[src/rtl/prim_max_tree_pkg.sv]
`default_nettype none
// ============================================================================
//  Module      : prim_max_tree_pkg
//  Description : Shared types and compare helper for the arg-max/arg-min
//                tree primitives (also intended for future sort/select prims).
//  Revision    : 1.0 - initial release
// ============================================================================
package prim_max_tree_pkg;

    typedef enum logic {
        CmpMax = 1'b0,
        CmpMin = 1'b1
    } cmp_mode_e;

    // Operands are widened to this width by the caller (sign- or zero-extended)
    // so one helper serves every value width up to 64 bits.
    localparam int c_CMP_MAX_W = 64;

    // Strict "a beats b": greater-than for CmpMax, less-than for CmpMin.
    // Strictness is what makes the lower index win on equal values.
    function automatic logic better(input logic [c_CMP_MAX_W-1:0] a,
                                    input logic [c_CMP_MAX_W-1:0] b,
                                    input cmp_mode_e              mode,
                                    input logic                   signed_cmp);
        logic gt;
        logic lt;
        if (signed_cmp) begin
            gt = $signed(a) > $signed(b);
            lt = $signed(a) < $signed(b);
        end else begin
            gt = a > b;
            lt = a < b;
        end
        return (mode == CmpMax) ? gt : lt;
    endfunction

endpackage
`default_nettype wire

[src/rtl/prim_max_tree_node.sv]
`default_nettype none
// ============================================================================
//  Module      : prim_max_tree_node
//  Description : Combinational two-input compare-select on (vld, idx, value).
//                Child 0 is the lower-index child and wins ties and the
//                both-invalid case.
//  Revision    : 1.0 - initial release
// ============================================================================
module prim_max_tree_node
    import prim_max_tree_pkg::*;
#(
    parameter int WIDTH  = 8,
    parameter int IDX_W  = 5,
    parameter bit SIGNED = 1'b0
) (
    input  logic             i_vld0,
    input  logic [IDX_W-1:0] i_idx0,
    input  logic [WIDTH-1:0] i_val0,
    input  logic             i_vld1,
    input  logic [IDX_W-1:0] i_idx1,
    input  logic [WIDTH-1:0] i_val1,
    input  cmp_mode_e        i_mode,
    output logic             o_vld,
    output logic [IDX_W-1:0] o_idx,
    output logic [WIDTH-1:0] o_val
);

    logic [c_CMP_MAX_W-1:0] w_ext0;
    logic [c_CMP_MAX_W-1:0] w_ext1;
    logic                   w_pick1;

    // Widen both operands for the shared helper, then choose a child
    always_comb begin
        w_ext0  = SIGNED ? c_CMP_MAX_W'($signed(i_val0)) : c_CMP_MAX_W'(i_val0);
        w_ext1  = SIGNED ? c_CMP_MAX_W'($signed(i_val1)) : c_CMP_MAX_W'(i_val1);
        w_pick1 = (~i_vld0 & i_vld1) |
                  (i_vld0 & i_vld1 & better(w_ext1, w_ext0, i_mode, SIGNED));
        o_vld   = i_vld0 | i_vld1;
        o_idx   = w_pick1 ? i_idx1 : i_idx0;
        o_val   = w_pick1 ? i_val1 : i_val0;
    end

endmodule
`default_nettype wire

[src/rtl/prim_max_tree_pipe.sv]
`default_nettype none
// ============================================================================
//  Module      : prim_max_tree_pipe
//  Description : Pipelined, elastic arg-max/arg-min tree over NUM_SRC masked
//                entries. A stage register follows every REG_EVERY levels
//                (plus the root); REG_EVERY=0 gives a purely combinational tree.
//  Revision    : 1.0 - initial release
// ============================================================================
module prim_max_tree_pipe
    import prim_max_tree_pkg::*;
#(
    parameter int NUM_SRC   = 32,
    parameter int WIDTH     = 8,
    parameter int REG_EVERY = 1,
    parameter bit SIGNED    = 1'b0
) (
    input  logic                       clk_i,
    input  logic                       rst_i,
    input  logic                       in_valid_i,
    output logic                       in_ready_o,
    input  cmp_mode_e                  mode_i,
    input  logic [NUM_SRC*WIDTH-1:0]   values_i,
    input  logic [NUM_SRC-1:0]         valid_i,
    output logic                       out_valid_o,
    input  logic                       out_ready_i,
    output logic [WIDTH-1:0]           value_o,
    output logic [$clog2(NUM_SRC)-1:0] idx_o,
    output logic                       any_valid_o
);

    localparam int c_IDX_W  = $clog2(NUM_SRC);
    localparam int c_LEVELS = c_IDX_W;
    localparam int c_LEAVES = 1 << c_LEVELS;
    localparam int c_DIV    = (REG_EVERY > 0) ? REG_EVERY : 1;
    localparam int c_STAGES = (REG_EVERY > 0) ? (c_LEVELS + REG_EVERY - 1) / REG_EVERY : 0;
    localparam int c_STG_N  = (c_STAGES > 0) ? c_STAGES : 1;

    logic [c_STG_N-1:0] w_load;
    logic               w_root_vld;
    logic [c_IDX_W-1:0] w_root_idx;
    logic [WIDTH-1:0]   w_root_val;

    // Level 0 holds the (padded) leaves; level c_LEVELS holds the single root
    for (genvar l = 0; l <= c_LEVELS; l++) begin : g_lvl
        localparam int c_CNT = c_LEAVES >> l;

        logic [c_CNT-1:0]   w_vld;
        logic [c_IDX_W-1:0] w_idx [c_CNT];
        logic [WIDTH-1:0]   w_val [c_CNT];
        cmp_mode_e          w_mode;

        if (l == 0) begin : g_leaves
            assign w_mode = mode_i;
            for (genvar k = 0; k < c_CNT; k++) begin : g_leaf
                if (k < NUM_SRC) begin : g_src
                    assign w_vld[k] = valid_i[k];
                    assign w_idx[k] = c_IDX_W'(k);
                    assign w_val[k] = values_i[k*WIDTH +: WIDTH];
                end else begin : g_pad
                    assign w_vld[k] = 1'b0;
                    assign w_idx[k] = '0;
                    assign w_val[k] = '0;
                end
            end
        end else begin : g_nodes
            localparam bit c_REG = (REG_EVERY > 0) && (((l % c_DIV) == 0) || (l == c_LEVELS));
            localparam int c_STG = (l - 1) / c_DIV;

            logic [c_CNT-1:0]   w_sel_vld;
            logic [c_IDX_W-1:0] w_sel_idx [c_CNT];
            logic [WIDTH-1:0]   w_sel_val [c_CNT];

            for (genvar k = 0; k < c_CNT; k++) begin : g_node
                prim_max_tree_node #(
                    .WIDTH  (WIDTH),
                    .IDX_W  (c_IDX_W),
                    .SIGNED (SIGNED)
                ) u_node (
                    .i_vld0 (g_lvl[l-1].w_vld[2*k]),
                    .i_idx0 (g_lvl[l-1].w_idx[2*k]),
                    .i_val0 (g_lvl[l-1].w_val[2*k]),
                    .i_vld1 (g_lvl[l-1].w_vld[2*k+1]),
                    .i_idx1 (g_lvl[l-1].w_idx[2*k+1]),
                    .i_val1 (g_lvl[l-1].w_val[2*k+1]),
                    .i_mode (g_lvl[l-1].w_mode),
                    .o_vld  (w_sel_vld[k]),
                    .o_idx  (w_sel_idx[k]),
                    .o_val  (w_sel_val[k])
                );
            end

            if (c_REG) begin : g_reg
                logic [c_CNT-1:0]   r_vld;
                logic [c_IDX_W-1:0] r_idx [c_CNT];
                logic [WIDTH-1:0]   r_val [c_CNT];
                cmp_mode_e          r_mode;

                // Capture this level's winners (and the mode) when the owning stage loads
                always_ff @(posedge clk_i) begin
                    if (rst_i) begin
                        r_vld  <= '0;
                        r_mode <= CmpMax;
                        for (int j = 0; j < c_CNT; j++) begin
                            r_idx[j] <= '0;
                            r_val[j] <= '0;
                        end
                    end else if (w_load[c_STG]) begin
                        r_vld  <= w_sel_vld;
                        r_mode <= g_lvl[l-1].w_mode;
                        r_idx  <= w_sel_idx;
                        r_val  <= w_sel_val;
                    end
                end

                assign w_vld  = r_vld;
                assign w_idx  = r_idx;
                assign w_val  = r_val;
                assign w_mode = r_mode;
            end else begin : g_comb
                assign w_vld  = w_sel_vld;
                assign w_idx  = w_sel_idx;
                assign w_val  = w_sel_val;
                assign w_mode = g_lvl[l-1].w_mode;
            end
        end

        if (l == c_LEVELS) begin : g_root
            assign w_root_vld = w_vld[0];
            assign w_root_idx = w_idx[0];
            assign w_root_val = w_val[0];
        end
    end

    if (c_STAGES > 0) begin : g_pipe
        logic [c_STAGES-1:0] r_stg_vld;
        logic [c_STAGES-1:0] w_rdy;
        logic                w_acc;
        logic                w_prev;

        // Elastic ready chain: a stage can take data if it is empty or anything downstream moves
        always_comb begin
            w_rdy  = '0;
            w_load = '0;
            w_acc  = out_ready_i;
            for (int s = c_STAGES - 1; s >= 0; s--) begin
                w_acc    = w_acc | ~r_stg_vld[s];
                w_rdy[s] = w_acc;
            end
            w_prev = in_valid_i;
            for (int s = 0; s < c_STAGES; s++) begin
                w_load[s] = w_rdy[s] & w_prev;
                w_prev    = r_stg_vld[s];
            end
        end

        // Stage-valid bits: hold when stalled, otherwise take the upstream valid
        always_ff @(posedge clk_i) begin
            if (rst_i) begin
                r_stg_vld <= '0;
            end else begin
                r_stg_vld <= (r_stg_vld & ~w_rdy) | w_load;
            end
        end

        assign in_ready_o  = w_rdy[0] & ~rst_i;
        assign out_valid_o = r_stg_vld[c_STAGES-1] & ~rst_i;
    end else begin : g_flow
        assign w_load      = '0;
        assign in_ready_o  = out_ready_i & ~rst_i;
        assign out_valid_o = in_valid_i & ~rst_i;
    end

    assign value_o     = rst_i ? '0 : w_root_val;
    assign idx_o       = rst_i ? '0 : w_root_idx;
    assign any_valid_o = w_root_vld & ~rst_i;

`ifndef SYNTHESIS
    if (NUM_SRC < 2) begin : g_bad_num_src
        $error("prim_max_tree_pipe: NUM_SRC must be >= 2");
    end

    if (c_STAGES > 0) begin : g_chk_stall
        a_stall_hold: assert property (@(posedge clk_i) disable iff (rst_i)
            (out_valid_o && !out_ready_i) |=>
            (rst_i || (out_valid_o && $stable(value_o) && $stable(idx_o) && $stable(any_valid_o))));
    end
`endif

endmodule
`default_nettype wire

[config.mk]
export PLATFORM = sky130hd
export DESIGN_NAME = prim_max_tree_pipe
export DESIGN_NICKNAME = d
export VERILOG_FILES = /design/src/rtl/prim_max_tree_pkg.sv /design/src/rtl/prim_max_tree_node.sv /design/src/rtl/prim_max_tree_pipe.sv
export SDC_FILE = /design/constraint.sdc
export NUM_CORES = 1
export LEC_CHECK = 0
export BUFFER_PORTS_ARGS = -buffer_cell sky130_fd_sc_hd__buf_4
export CAP_MARGIN = 30
export CELL_PAD_IN_SITES_DETAIL_PLACEMENT = 0
export CELL_PAD_IN_SITES_GLOBAL_PLACEMENT = 1
export CORE_ASPECT_RATIO = 2
export CORE_MARGIN = 3
export CORE_UTILIZATION = 30
export DETAILED_ROUTE_END_ITERATION = 12
export PLACE_DENSITY_LB_ADDON = 0.1
export SETUP_SLACK_MARGIN = 0.3
export SLEW_MARGIN = 20
export SYNTH_ARGS = -nofsm -noshare
export SYNTH_HDL_FRONTEND = slang
export SYNTH_HIERARCHICAL = 1
export SYNTH_SLANG_ARGS = --single-unit
export TNS_END_PERCENT = 5
[constraint.sdc]
create_clock -name clk_i -period 3.06 [get_ports clk_i]
set_input_delay 0.459 -clock clk_i [delete_from_list [all_inputs] [get_ports clk_i]]
set_output_delay 0.459 -clock clk_i [all_outputs]
set_load 0.02 [all_outputs]
==> results.py <==
metrics = {
    "synth": {
        "async_flop_share_pct": 0,
        "synth_top_area_share_pct": 26.8,
        "synthTopCellsByArea": "dfxtp_1, mux2_4, nand2b_1, mux2i_1, ha_1",
        "ys_warn_count": 6,
        "ys_ff_latch": 443,
        "yosysMostFrequentCell": "nand2b_1",
        "yosysTopAreaCell": "dfxtp_1",
        "netlist_area_um2": 33000,
        "ys_seq_area_share_pct": 26.8,
        "syn_area_per_cell_um2": 9.66,
        "synthFlopType": "dfxtp_1",
        "synth_cells": 3419,
        "synth_edf_count": 0,
        "yosys-top-cells-count": "nand2b_1, dfxtp_1, inv_1, mux2i_1, mux2_4",
        "ys_types": 38,
    },
    "worst_hold_path": {
        "hold_class": "input pin to flip-flop",
    },
    "critical_path": {
        "slowest_stage": "dfxtp_2",
        "start_kind": "flip-flop",
        "cp_slowest_stage_delay_ns": 0.50,
        "critical_path.cell_chain": "and4b_2 -> buf_6 -> a31oi_1 -> buf_4",
        "required_ns": 2.60,
        "criticalPathCategory": "flip-flop to primary output",
        "crit_fanout": 32,
        "end_kind": "primary output",
        "cp_data_arrival_time_ns": 2.09,
    },
    "finish": {
        "final_cell_area_um2": 38800,
        "fillers": 11200,
        "syn_to_final_growth_pct": 17.6,
        "drive_gt1_share_pct": 27.7,
        "nets": 4364,
    },
    "power_and_ir_drop": {
        "p_sw_share_pct": 28.7,
        "clock_power_share_pct": 36.6,
        "p_int_mw": 11.9,
        "peakVddDrop_uv": 378,
        "pwr-share-seq_pct": 38.2,
        "leakage_nw": 17.3,
        "pwr_density_cell_nw_per_um2": 429,
        "p_switching_mw": 4.79,
        "p_comb_share_pct": 25.2,
    },
    "routing": {
        "antenna_left": 0,
        "wl_um": 89600,
        "firstDrtPassIters": 4,
        "drc": 0,
        "dr_total_vias": 23700,
        "drt-initial-drc-count": 815,
        "wire_per_inst_um": 17.1,
        "vias_per_cell": 4.52,
    },
    "cts": {
        "cts_sinks": 443,
        "clock_latency_ns": 0.61,
        "clock_path_buffers": 3,
        "cts_setup_buffers": 0,
        "ctsHoldBuffers": 0,
        "cts-root-buf": "clkbuf_16",
        "tritoncts": "done",
        "cts_buffers": 48,
        "h-tree-depth": 2,
        "cts.clk_slew.worst_paths_ns": 0.07,
    },
    "sta": {
        "fin_worst_skew_ns": 0.0113,
        "timing.setup.tns_ns": 0,
        "setup-violations-final": 0,
        "rsz0062_at_grt": "false",
        "drv_slew": 0,
        "fmax_mhz": 393,
        "relSlewSlack_pct": 44.8,
        "finalHoldViolations": 0,
        "final.period_utilization_pct": 83.2,
        "max_slew.worst_pin.slew_ns": 0.827,
        "fin_crit_ns": 2.55,
    },
    "global_route": {
        "antenna_found_initial": 1,
        "grt_overflow": 0,
        "track_usage_pct": 15.5,
        "grt_pass1_vias": 24900,
        "grt_max_degree": 142,
        "grt_pass1_wl_um": 139000,
    },
    "floorplan": {
        "start_util_pct": 30.3,
        "rows": 171,
        "placeableCoreArea_um2": 109000,
        "chipWidth_um": 241,
        "die_h_um": 475,
        "ios": 309,
        "die_area_um2": 114000,
    },
    "placed_design": {
        "numPortBuffers": 308,
        "dp_hpwl_um": 66500,
        "gp_congestion": 0.735,
        "postPlaceCellArea_um2": 37200,
    },
    "flow_run": {
        "cap_violations": 0,
    },
    "outcome": {
        "status": "completed",
    },
}
[flip-flops by register name (all words and copies together) (netlist names), named ones only]
| register | count |
|---|---|
| g_lvl.g_nodes.g_reg.r_val | 248 |
| g_lvl.g_nodes.g_reg.r_mode | 4 |
| g_lvl.g_nodes.g_reg.r_vld | 31 |
| g_lvl.g_nodes.g_reg.r_idx | 155 |
[power by group through the flow]
stage	registers [mW]	logic [mW]	clock network [mW]
2_1_floorplan	6.38	3.23	0
3_3_place_gp	6.51	4.30	0
3_5_place_dp	6.51	4.30	0
4_1_cts	6.38	4.32	6.43
5_1_grt	6.41	4.66	6.56
6_report	6.37	4.21	6.10
[worst max-delay path: cells and delay by family (launching register included)]
| kind | cells | cell delay (ns) |
|---|---|---|
| buf+inv | 2 | 0.45 |
| flops | 1 | 0.50 |
| simple gates | 1 | 0.35 |
| compound gates | 1 | 0.17 |
[per-stage QoR]
stage / util, % / total power, mW / setup slack (ns) / cells / hold slack [ns]
floorplan: - / 9.61 / 0.765 / 3577 / 0.445
finish: 35.7 / 16.7 / 0.515 / 5244 / 0.157
detailed placement: 34.2 / 10.8 / 0.326 / 5156 / 0.460
global placement: 34.2 / 10.8 / 0.364 / 5156 / 0.459
global route: 35.7 / 17.6 / 0.342 / 5244 / 0.122
CTS: 35.6 / 17.1 / 0.361 / 5242 / 0.105
[final timing paths]
path	start	to	slack, ns	depth (start not counted)
hold / removal	in_valid_i	flip-flop	0.16	3
setup / recovery	flip-flop	in_ready_o	0.51	4
setup reg to reg	g_lvl[1].g_nodes.g_reg.r_val[61]	g_lvl[2].g_nodes.g_reg.r_idx[19]	0.52	10
hold reg to reg	g_lvl[1].g_nodes.g_reg.r_idx[54]	g_lvl[1].g_nodes.g_reg.r_idx[54]	0.47	2
[repair_timing]
item / CTS / global route
pin swaps: 0 / 0
gates resized for setup: 1 / 1
endpoints found under the setup margin: 1 / 1
[layout make-up]
type / instances / area, um^2 / share of cell area [%]
Tap cell: 1384 / 1730 / 4.46
Antenna cell: 1 / 2.50 / 0.00644
Inverter: 345 / 1290 / 3.33
Multi-Input combinational cell: 2589 / 22200 / 57.1
Clock inverter: 19 / 204 / 0.525
Timing Repair Buffer: 396 / 3170 / 8.16
Sequential cell: 443 / 8870 / 22.8
Clock buffer: 67 / 1380 / 3.56
[cell usage in the layout (no fill, tap or decap), drive strengths merged, types with 160 or more instances in the layout]
master / instances
nand2b: 676
dfxtp: 443
mux2: 403
buf: 396
mux2i: 369
inv: 345
ha: 248
a21oi: 198
nand3: 163
conb: 160
[metal layers]
metal  GRT usage, %  share of wire (%)  vias to the layer above
met4           3.84                2.2                        0
met3           1.61                2.4                       75
met1           16.8                 39                    11100
li1               -                  -                    12300
met2           31.3                 56                      257
met5              0                  0                        -
[kinds of logic (layout without fill, tap and decap cells)]
logic type	count (synthesis)	after routing	share of synthesized area, %
AO/OA/AOI/OAI	456	456	8.96
AND/OR/NAND/NOR	953	953	18.2
adder cells (fa/ha/maj)	248	248	9.39
multiplexers	772	772	28.8
flip-flops	443	443	26.8
other	2	161	0.0227
buffers and inverters	545	827	7.85
Note: power is estimated with default switching activity, not from simulation.
